===== config.mk =====
export PLATFORM = sky130hd
export DESIGN_NAME = alu_issue_stage
export DESIGN_NICKNAME = d
export VERILOG_FILES = /design/src/rtl/alu_pkg.sv /design/src/rtl/alu_ctrl_decode.sv /design/src/rtl/alu_issue_stage.sv
export SDC_FILE = /design/constraint.sdc
export NUM_CORES = 1
export LEC_CHECK = 0
export CORE_UTILIZATION = 39
export CTS_BUF_LIST = sky130_fd_sc_hd__clkbuf_16
export CTS_CLUSTER_SIZE = 30
export DETAILED_ROUTE_END_ITERATION = 16
export GPL_ROUTABILITY_DRIVEN = 0
export GPL_TIMING_DRIVEN = 0
export PLACE_DENSITY = 0.77
export SLEW_MARGIN = 30
export SYNTH_ARGS = -nofsm -noshare
export SYNTH_HDL_FRONTEND = slang
export SYNTH_SLANG_ARGS = --single-unit

===== constraint.sdc =====
create_clock -name clk -period 4.2 [get_ports clk]
set_clock_uncertainty 0.05 [all_clocks]
set_input_delay 0.63 -clock clk [delete_from_list [all_inputs] [get_ports clk]]
set_output_delay 0.63 -clock clk [all_outputs]
set_load 0.05 [all_outputs]

===== src/rtl/alu_pkg.sv =====
// Shared types for the ALU issue stage: ALU operation codes, RV32I opcodes, operand selects and skid entry.
// ALU_DECODE_ILLEGAL_EN (optional) enables the illegal-encoding checker in alu_ctrl_decode.
package alu_pkg;

  localparam int DataW = 32;

  typedef enum logic [2:0] {
    AND    = 3'b000,
    OR     = 3'b001,
    XOR    = 3'b010,
    ADDSUB = 3'b011,
    SHR    = 3'b100,
    SHL    = 3'b101,
    SLTU   = 3'b110,
    SLT    = 3'b111
  } alu_op_e;

  localparam logic [6:0] OPC_OP     = 7'b0110011;
  localparam logic [6:0] OPC_OP_IMM = 7'b0010011;
  localparam logic [6:0] OPC_LOAD   = 7'b0000011;
  localparam logic [6:0] OPC_STORE  = 7'b0100011;
  localparam logic [6:0] OPC_BRANCH = 7'b1100011;
  localparam logic [6:0] OPC_JAL    = 7'b1101111;
  localparam logic [6:0] OPC_JALR   = 7'b1100111;
  localparam logic [6:0] OPC_AUIPC  = 7'b0010111;
  localparam logic [6:0] OPC_LUI    = 7'b0110111;

  localparam logic [1:0] ASEL_RS1  = 2'd0;
  localparam logic [1:0] ASEL_PC   = 2'd1;
  localparam logic [1:0] ASEL_ZERO = 2'd2;
  localparam logic [1:0] BSEL_RS2  = 2'd0;
  localparam logic [1:0] BSEL_IMM  = 2'd1;
  localparam logic [1:0] BSEL_FOUR = 2'd2;

  typedef enum logic [1:0] {
    SK_EMPTY = 2'd0,
    SK_ONE   = 2'd1,
    SK_FULL  = 2'd2
  } skid_state_e;

  typedef struct packed {
    alu_op_e          op;
    logic             cin;
    logic [DataW-1:0] a;
    logic [DataW-1:0] b;
    logic             illegal;
  } skid_entry_t;

endpackage


===== src/rtl/alu_ctrl_decode.sv =====
// Combinational RV32I opcode/funct decode into ALU operation, carry-in and operand selects.
// ALU_DECODE_ILLEGAL_EN adds the illegal-encoding flag; otherwise illegal_o is tied low.
module alu_ctrl_decode
  import alu_pkg::*;
(
  input  logic [6:0] opcode_i,
  input  logic [2:0] funct3_i,
  input  logic [6:0] funct7_i,
  output logic [2:0] alu_op_o,
  output logic       alu_cin_o,
  output logic [1:0] a_sel_o,
  output logic [1:0] b_sel_o,
  output logic       illegal_o
);

  always_comb begin
    alu_op_o  = ADDSUB;
    alu_cin_o = 1'b0;
    a_sel_o   = ASEL_RS1;
    b_sel_o   = BSEL_IMM;
    case (opcode_i)
      OPC_OP, OPC_OP_IMM: begin
        if (opcode_i == OPC_OP) b_sel_o = BSEL_RS2;
        case (funct3_i)
          3'b000: alu_cin_o = (opcode_i == OPC_OP) && funct7_i[5];
          3'b001: alu_op_o = SHL;
          3'b010: begin alu_op_o = SLT;  alu_cin_o = 1'b1; end
          3'b011: begin alu_op_o = SLTU; alu_cin_o = 1'b1; end
          3'b100: alu_op_o = XOR;
          3'b101: begin alu_op_o = SHR;  alu_cin_o = funct7_i[5]; end
          3'b110: alu_op_o = OR;
          default: alu_op_o = AND;
        endcase
      end
      OPC_BRANCH: begin
        b_sel_o = BSEL_RS2;
        // Compares are subtractions; reserved funct3 010/011 fall back to plain add.
        case (funct3_i[2:1])
          2'b00: alu_cin_o = 1'b1;
          2'b10: begin alu_op_o = SLT;  alu_cin_o = 1'b1; end
          2'b11: begin alu_op_o = SLTU; alu_cin_o = 1'b1; end
          default: alu_cin_o = 1'b0;
        endcase
      end
      OPC_JAL: begin
        a_sel_o = ASEL_PC;
        b_sel_o = BSEL_FOUR;
      end
      OPC_JALR:  b_sel_o = BSEL_FOUR;
      OPC_AUIPC: a_sel_o = ASEL_PC;
      OPC_LUI:   a_sel_o = ASEL_ZERO;
      default:   a_sel_o = ASEL_RS1;
    endcase
  end

`ifdef ALU_DECODE_ILLEGAL_EN
  always_comb begin
    illegal_o = 1'b0;
    case (opcode_i)
      OPC_OP: begin
        if (funct7_i != 7'b0000000 && funct7_i != 7'b0100000) illegal_o = 1'b1;
        else if (funct7_i == 7'b0100000 && funct3_i != 3'b000 && funct3_i != 3'b101) illegal_o = 1'b1;
      end
      OPC_OP_IMM: begin
        if (funct3_i == 3'b001 && funct7_i != 7'b0000000) illegal_o = 1'b1;
        else if (funct3_i == 3'b101 && funct7_i != 7'b0000000 && funct7_i != 7'b0100000) illegal_o = 1'b1;
      end
      OPC_BRANCH: illegal_o = (funct3_i[2:1] == 2'b01);
      OPC_LOAD, OPC_STORE, OPC_JAL, OPC_JALR, OPC_AUIPC, OPC_LUI: illegal_o = 1'b0;
      default: illegal_o = 1'b1;
    endcase
  end
`else
  logic unused_funct7;
  assign unused_funct7 = ^{funct7_i[6], funct7_i[4:0]};
  assign illegal_o = 1'b0;
`endif

endmodule


===== src/rtl/alu_issue_stage.sv =====
// ID/EX issue stage: decode, operand forwarding, 2-entry skid buffer; 1-cycle latency, in_ready registered (!full).
// ALU_DECODE_ILLEGAL_EN (optional) registers an illegal-encoding flag with each entry.
module alu_issue_stage
  import alu_pkg::*;
#(
  parameter int Width    = 32,
  parameter int RegAddrW = 5
) (
  input  logic                clk,
  input  logic                rst_n,
  input  logic                flush,
  input  logic                in_valid,
  output logic                in_ready,
  input  logic [6:0]          opcode,
  input  logic [2:0]          funct3,
  input  logic [6:0]          funct7,
  input  logic [RegAddrW-1:0] rs1_addr,
  input  logic [RegAddrW-1:0] rs2_addr,
  input  logic [Width-1:0]    rs1_data,
  input  logic [Width-1:0]    rs2_data,
  input  logic [Width-1:0]    pc,
  input  logic [Width-1:0]    imm,
  input  logic                fwd_exm_we,
  input  logic [RegAddrW-1:0] fwd_exm_rd,
  input  logic [Width-1:0]    fwd_exm_data,
  input  logic                fwd_mwb_we,
  input  logic [RegAddrW-1:0] fwd_mwb_rd,
  input  logic [Width-1:0]    fwd_mwb_data,
  output logic                out_valid,
  input  logic                out_ready,
  output logic [2:0]          alu_op,
  output logic                alu_cin,
  output logic [Width-1:0]    alu_a,
  output logic [Width-1:0]    alu_b,
  output logic                illegal
);

  logic [2:0] dec_op;
  logic       dec_cin;
  logic [1:0] dec_a_sel;
  logic [1:0] dec_b_sel;
  logic       dec_illegal;

  alu_ctrl_decode u_decode (
    .opcode_i  (opcode),
    .funct3_i  (funct3),
    .funct7_i  (funct7),
    .alu_op_o  (dec_op),
    .alu_cin_o (dec_cin),
    .a_sel_o   (dec_a_sel),
    .b_sel_o   (dec_b_sel),
    .illegal_o (dec_illegal)
  );

  // EX/MEM is younger than MEM/WB so it takes priority; x0 is hard-wired to zero.
  logic [Width-1:0] rs1_val, rs2_val, op_a, op_b;
  assign rs1_val = (rs1_addr == '0) ? '0 :
                   (fwd_exm_we && fwd_exm_rd == rs1_addr) ? fwd_exm_data :
                   (fwd_mwb_we && fwd_mwb_rd == rs1_addr) ? fwd_mwb_data : rs1_data;
  assign rs2_val = (rs2_addr == '0) ? '0 :
                   (fwd_exm_we && fwd_exm_rd == rs2_addr) ? fwd_exm_data :
                   (fwd_mwb_we && fwd_mwb_rd == rs2_addr) ? fwd_mwb_data : rs2_data;

  always_comb begin
    case (dec_a_sel)
      ASEL_PC:   op_a = pc;
      ASEL_ZERO: op_a = '0;
      default:   op_a = rs1_val;
    endcase
    case (dec_b_sel)
      BSEL_RS2:  op_b = rs2_val;
      BSEL_FOUR: op_b = Width'(4);
      default:   op_b = imm;
    endcase
  end

  skid_entry_t new_e;
  always_comb begin
    new_e.op      = alu_op_e'(dec_op);
    new_e.cin     = dec_cin;
    new_e.a       = op_a;
    new_e.b       = op_b;
    new_e.illegal = dec_illegal;
  end

  skid_state_e state_q, state_d;
  skid_entry_t head_q, head_d, tail_q, tail_d;
  logic        in_ready_q, in_ready_d;
  logic        accept, drain;

  assign out_valid = (state_q != SK_EMPTY);
  assign accept    = in_valid && in_ready_q;
  assign drain     = out_valid && out_ready;

  // head_q drives the ALU and only changes on drain or when empty, keeping outputs stable under stall.
  always_comb begin
    state_d = state_q;
    head_d  = head_q;
    tail_d  = tail_q;
    if (flush) begin
      state_d = SK_EMPTY;
    end else begin
      case (state_q)
        SK_EMPTY: if (accept) begin
          head_d  = new_e;
          state_d = SK_ONE;
        end
        SK_ONE: begin
          if (accept && drain) begin
            head_d = new_e;
          end else if (accept) begin
            tail_d  = new_e;
            state_d = SK_FULL;
          end else if (drain) begin
            state_d = SK_EMPTY;
          end
        end
        SK_FULL: if (drain) begin
          head_d  = tail_q;
          state_d = SK_ONE;
        end
        default: state_d = SK_EMPTY;
      endcase
    end
    in_ready_d = (state_d != SK_FULL);
  end

  always_ff @(posedge clk or negedge rst_n) begin
    if (!rst_n) begin
      state_q    <= SK_EMPTY;
      head_q     <= '0;
      tail_q     <= '0;
      in_ready_q <= 1'b1;
    end else begin
      state_q    <= state_d;
      head_q     <= head_d;
      tail_q     <= tail_d;
      in_ready_q <= in_ready_d;
    end
  end

  assign in_ready = in_ready_q;
  assign alu_op   = head_q.op;
  assign alu_cin  = head_q.cin;
  assign alu_a    = head_q.a;
  assign alu_b    = head_q.b;
  assign illegal  = head_q.illegal;

endmodule


# Yosys cells after proc, flatten, opt, wreduce, memory -nomap -nowiden

Cells that the tools add are included.

Register bits: 140
Latch bits: 0
RAM bits: 0
ROM bits: 0
Bits of input ports: 236
Output and inout bits: 71
Memories kept: 0

Add/subtract/negate cells: 0
$mul: 0
Div/mod/pow operators: 0
$lt $le $gt $ge: 0
Equality and inequality tests: 28
Shift-type cells: 0
Multiplexer cells: 28
Bitwise operators: 2
Reduce and logical (&&, ||, !) cells: 23

Operator list:

| kind                                                 | count |
|---|---|
| 2-to-1 mux 69 bit                                    | 3 |
| case mux 69 bit (3 select lines)                     | 1 |
| 2-to-1 mux 32 bit                                    | 6 |
| case mux 32 bit (2 select lines)                     | 2 |
| equality test 7 bit (second input constant)          | 3 |
| case mux 3 bit (7 select lines)                      | 1 |
| equality test 5 bit                                  | 4 |
| equality test 7 x 5 -> 1 bit (second input constant) | 2 |
| equality test 7 x 6 -> 1 bit (second input constant) | 2 |
| 2-to-1 mux 2 bit                                     | 6 |
| case mux 2 bit (3 select lines)                      | 2 |
| case mux 3 bit (2 select lines)                      | 2 |
| equality test 2 bit (second input constant)          | 5 |
| logical NOT 5 bit                                    | 2 |
| equality test 3 bit (second input constant)          | 3 |
| logical AND 1 bit                                    | 8 |
| inequality test 2 bit (second input constant)        | 4 |
| OR reduction 2 bit                                   | 4 |
| equality test 3 x 2 -> 1 bit (second input constant) | 2 |
| logical NOT 2 bit                                    | 3 |
| AND reduction 5 bit                                  | 1 |
| equality test 2 x 1 -> 1 bit (second input constant) | 2 |
| case mux 2 bit (2 select lines)                      | 1 |
| AND reduction 4 bit                                  | 1 |
| 9 further kinds                                      | 11 |

# Longest topological paths before layout

Depth in word-level cells: 8
Depth in mapped cells: 11
Mapped depth without buffers: 10

# Hierarchy

Synthesis repeated with hierarchy kept, for this count alone.

Cell total of the unflattened synthesis: 1056
Area, all modules: 9511.6 µm²

Modules (own cells, without submodules):

| module          | times used | cells an instance | area each (µm²) | seq. area each (µm²) |
|---|---|---|---|---|
| alu_issue_stage | 1          | 1019              | 9288.9          | 3529.6 |
| alu_ctrl_decode | 1          | 37                | 222.7           | 0.0 |

# Worst setup path after synthesis

OpenSTA, ideal clock, no wires.

Kind: input-to-reg
From: input port opcode[4]
To: register head_q (netlist bit alu_a[10])
Library setup time: 76 ps
Arrival: 2550 ps
Data required time: 4074 ps
Path slack: 1524 ps
Stages on the path: 10
Path buffers: 2
Path through: nor2b_2 > nor3b_1 > a31oi_1 > nor2b_1 > ha_1 > nor2b_1 > buf_1 > clkbuf_1 > a211oi_2 > o21ai_1

Word-level cells in the longest chain between the ends: 7

RTL lines:

| what                                                                | RTL line                                       | source |
|---|---|---|
| from (decl)                                                         | alu_issue_stage.sv:14                          | `input logic [6:0] opcode,` |
| equality test 7 x 5 -> 1 bit or equality test 7 bit (tied branches) | alu_ctrl_decode.sv:21                          | `case (opcode_i)` |
| OR reduction 2 bit (no line)                                        | --                                             |  |
| case mux 2 bit (2 select lines) *                                   | alu_ctrl_decode.sv:21                          |  |
| equality test 2 bit or equality test 2 x 1 -> 1 bit (tied branches) | alu_issue_stage.sv:65                          | `case (dec_a_sel)` |
| case mux 32 bit (2 select lines) *                                  | alu_issue_stage.sv:65                          |  |
| 2-to-1 mux 69 bit (on tied branches)                                | alu_issue_stage.sv:109, alu_issue_stage.sv:104 |  |
| case mux 69 bit (3 select lines) *                                  | alu_issue_stage.sv:103                         | `case (state_q)` |
| to (signal assigned)                                                | alu_issue_stage.sv:131                         | `head_q <= '0;` |
| to (signal assigned)                                                | alu_issue_stage.sv:136                         | `head_q <= head_d;` |
| to (decl)                                                           | alu_issue_stage.sv:87                          | `skid_entry_t head_q, head_d, tail_q, tail_d;` |

Mark *: on every way between the ends. The rest lies on a longest branch, timed or not. The select of a mux whose other input is x is not followed.
A chain may end at the register's enable or synchronous reset.

# Worst setup path after layout

From: input port opcode[4]
To: register head_q (netlist bit alu_a[28])

Same word-level chain as after synthesis.

==> impl_metrics.toml <==
[clock_tree]
cts_buffers = 17
worstSkewPairLatency_ns = 0.42
root_buffer = "clkbuf_16"
cts_tree = "built"
clock-sinks = 139
cts_buffer_depth = 2
h-tree-depth = 4
cts_resized = 0
cts_setup_buffers = 0
clkTransAtPathRegs_ns = 0.06
holdBufCountCts = 0

[final_layout]
fin_util_pct = 56.5
fill_cells = 2143
area_growth_pct = 42.8
final_cell_mix = "clkdlybuf4s50_1 (297), nand2_1 (148), dfrtp_1 (138), o21ai_0 (137), o21ai_1 (127)"
multi_input_area_um2 = 5210
antennaDiodeCount = 0
final_layout_size_suffix_gt1_share_pct = 14.5
nets = 1634
seq_area_um2 = 3480
stdcell_area_um2 = 13200
final_common_cell = "clkdlybuf4s50_1"

[route]
final_antenna_net_count = 0
avgViaCountPerCell = 5.99
drt_first_pass_iters = 5
wirelength_um = 39100
drc = 0
dr.first_iter.drc_count = 969
vias = 10360
wl_per_cell_um = 22.6

[power]
power_density_nw_per_um2 = 381
leakagePower_uw = 0.00484
irDropWorstVdd_v = 0.000264

[synthesis]
synthFlopType = "dfrtp_1"
synth_simple_gate_area_share_pct = 14.7
yosysSeqAreaShare_pct = 37.6
syn_avg_cell_area_um2 = 8.59
yosysUniqueCellTypes = 53
synth_top_family_by_area = "compound AO/OA/AOI/OAI gates"
synthMuxAreaShare_pct = 0.122
syn_inst = 1079
async_flop_share_pct = 100
syn_area_um2 = 9260
synth_adder_area_share_pct = 0.135
synth_edf_count = 0
syn_nets = 1316
yosys_warnings = 0
ys_ff_latch = 139
synth_xor_area_share_pct = 1.99
synth_compound_area_share_pct = 39.3

[global_route]
grt_max_degree = 87
grt_antenna_before_repair = 0
grt_pass1_wl_um = 58300
grt_use_total_pct = 32.0
overflow = 0
grt_pass1_vias = 10128

[placement]
portBuffers = 298
place_area_um2 = 12700
dp.final_hpwl_um = 30800

[timing]
report.final.slew_viol_count = 0
max_freq_ghz = 0.285
rsz0062_at_grt = "false"
worst_pin_slew_ns = 0.825
max-slew-margin-rel_pct = 45.0
min_period_ns = 3.51
hold_viol = 0
period_share_pct = 83.6
setup_viol = 0

[setup_path]
rr_worst_depth = 8
worstPathRequired_ns = 4.49
cp.arrival_ns = 3.80
critPathLaunchType = "primary input"
endpoint_kind = "flop"
crit_type = "in -> reg"
crit_fanout = 10

[floorplanning]
initial_core_util_pct = 39.6
chipHeight_um = 156
io_pins = 307
fp.dieArea_um2 = 24400
core_region_area_um2 = 23400
die_w_um = 156
rows = 56

[outcome]
status = "finished, final reports clean"

[run]
max-cap-violations = 0

[worst_hold_path]
hp-class = "in -> async"
==> layer usage <==
metal / global-route usage [%] / wire [µm] / up-vias
li1: - / - / 4649
met2: 51.5 / 18000 / 623
met3: 8.94 / 4090 / 126
met4: 15.5 / 1790 / 0
met5: 0 / 0 / -
met1: 39.4 / 15200 / 4962
==> kinds of logic (layout without fill, tap and decap cells) <==
family | Yosys count | count (layout)
XOR/XNOR | 21 | 21
flip-flops | 139 | 139
AND/OR/NAND/NOR | 294 | 294
adder cells (fa/ha/maj) | 1 | 1
other | 1 | 1
AO/OA/AOI/OAI | 506 | 506
buffers and inverters | 116 | 447
multiplexers | 1 | 1
==> sequential cells by signal (all words and copies together), names as in the netlist <==
name,count
tail_q,68
alu_op,3
alu_a,32
alu_b,32
in_ready,1
state_q,2
alu_cin,1
==> metrics by stage <==
| step | setup TNS, ns | total power, µW | instances | setup WS, ns | hold WS, ns |
|---|---|---|---|---|---|
| floorplan | 0 | 2820 | 1079 | 1.52 | 0.284 |
| global placement | -434.43 | 3570 | 1696 | -3.15 | 0.411 |
| detailed placement | 0 | 3610 | 1697 | 0.310 | 0.420 |
| CTS | 0 | 5030 | 1729 | 0.760 | 0.0758 |
| global route | 0 | 5250 | 1729 | 0.519 | 0.0831 |
| finish | 0 | 5040 | 1729 | 0.687 | 0.0612 |
==> final cells by class <==
type                       instances  area share [%]
buffer                           113            4.24
clock buffer                      17            3.22
clock inverter                    15           0.955
inverter                           3          0.0851
multi-input combinational        824            39.4
sequential                       139            26.3
tap                              319            3.02
timing repair buffer             299            22.8
==> worst paths after layout <==
path                       startpoint          to  slack, ns
hold reg to reg            tail_q[15]  tail_q[15]       0.43
setup reg to reg           state_q[1]   alu_a[10]       1.49
hold / removal                  rst_n   alu_a[24]       0.06
min in group clk           tail_q[15]  tail_q[15]       0.43
setup / recovery            opcode[4]   alu_a[28]       0.69
max in group asynchronous       rst_n   alu_b[19]       3.25
==> Yosys cell counts (2+ instances only) <==
library cell,number,share of area [%]
nor3b_1,3,0.24
and2_1,3,0.20
nor2b_1,6,0.41
nor3_1,32,1.7
inv_1,3,0.12
buf_12,3,0.65
o31ai_2,30,4.1
o21ai_1,127,6.9
dfrtp_1,138,37
a31oi_1,5,0.34
nand4_1,3,0.20
a211oi_2,30,4.1
a21oi_1,70,3.8
a211oi_1,34,2.8
buf_4,5,0.41
a31oi_2,30,4.1
xnor2_1,21,2.0
o21ai_0,137,7.4
and4_1,2,0.19
buf_1,10,0.41
o31ai_1,2,0.16
o211ai_1,3,0.24
nand2b_1,5,0.34
or2_1,2,0.14
nand4_2,2,0.27
nand3_1,69,3.7
nor2_1,10,0.41
buf_6,4,0.49
nand2_1,148,6.0
clkbuf_1,60,2.4
buf_2,31,1.7
a311oi_2,30,4.9
==> power by group <==
group,switching (µW),internal (µW),total (µW)
logic,1100,678,1780
clock network,617,812,1430
registers,182,1650,1830
total,1900,3140,5040
==> worst max-delay path, cell delays in order <==
cell             delay [ns]
clkdlybuf4s50_1        0.51
nor2b_2                0.33
nor3b_1                0.23
a31oi_1                0.06
nor2b_1                0.12
ha_1                   0.25
nor2b_1                0.25
buf_1                  0.46
clkbuf_1               0.63
a211oi_2               0.16
o21ai_1                0.18
Power figures use the tool's default switching activity.
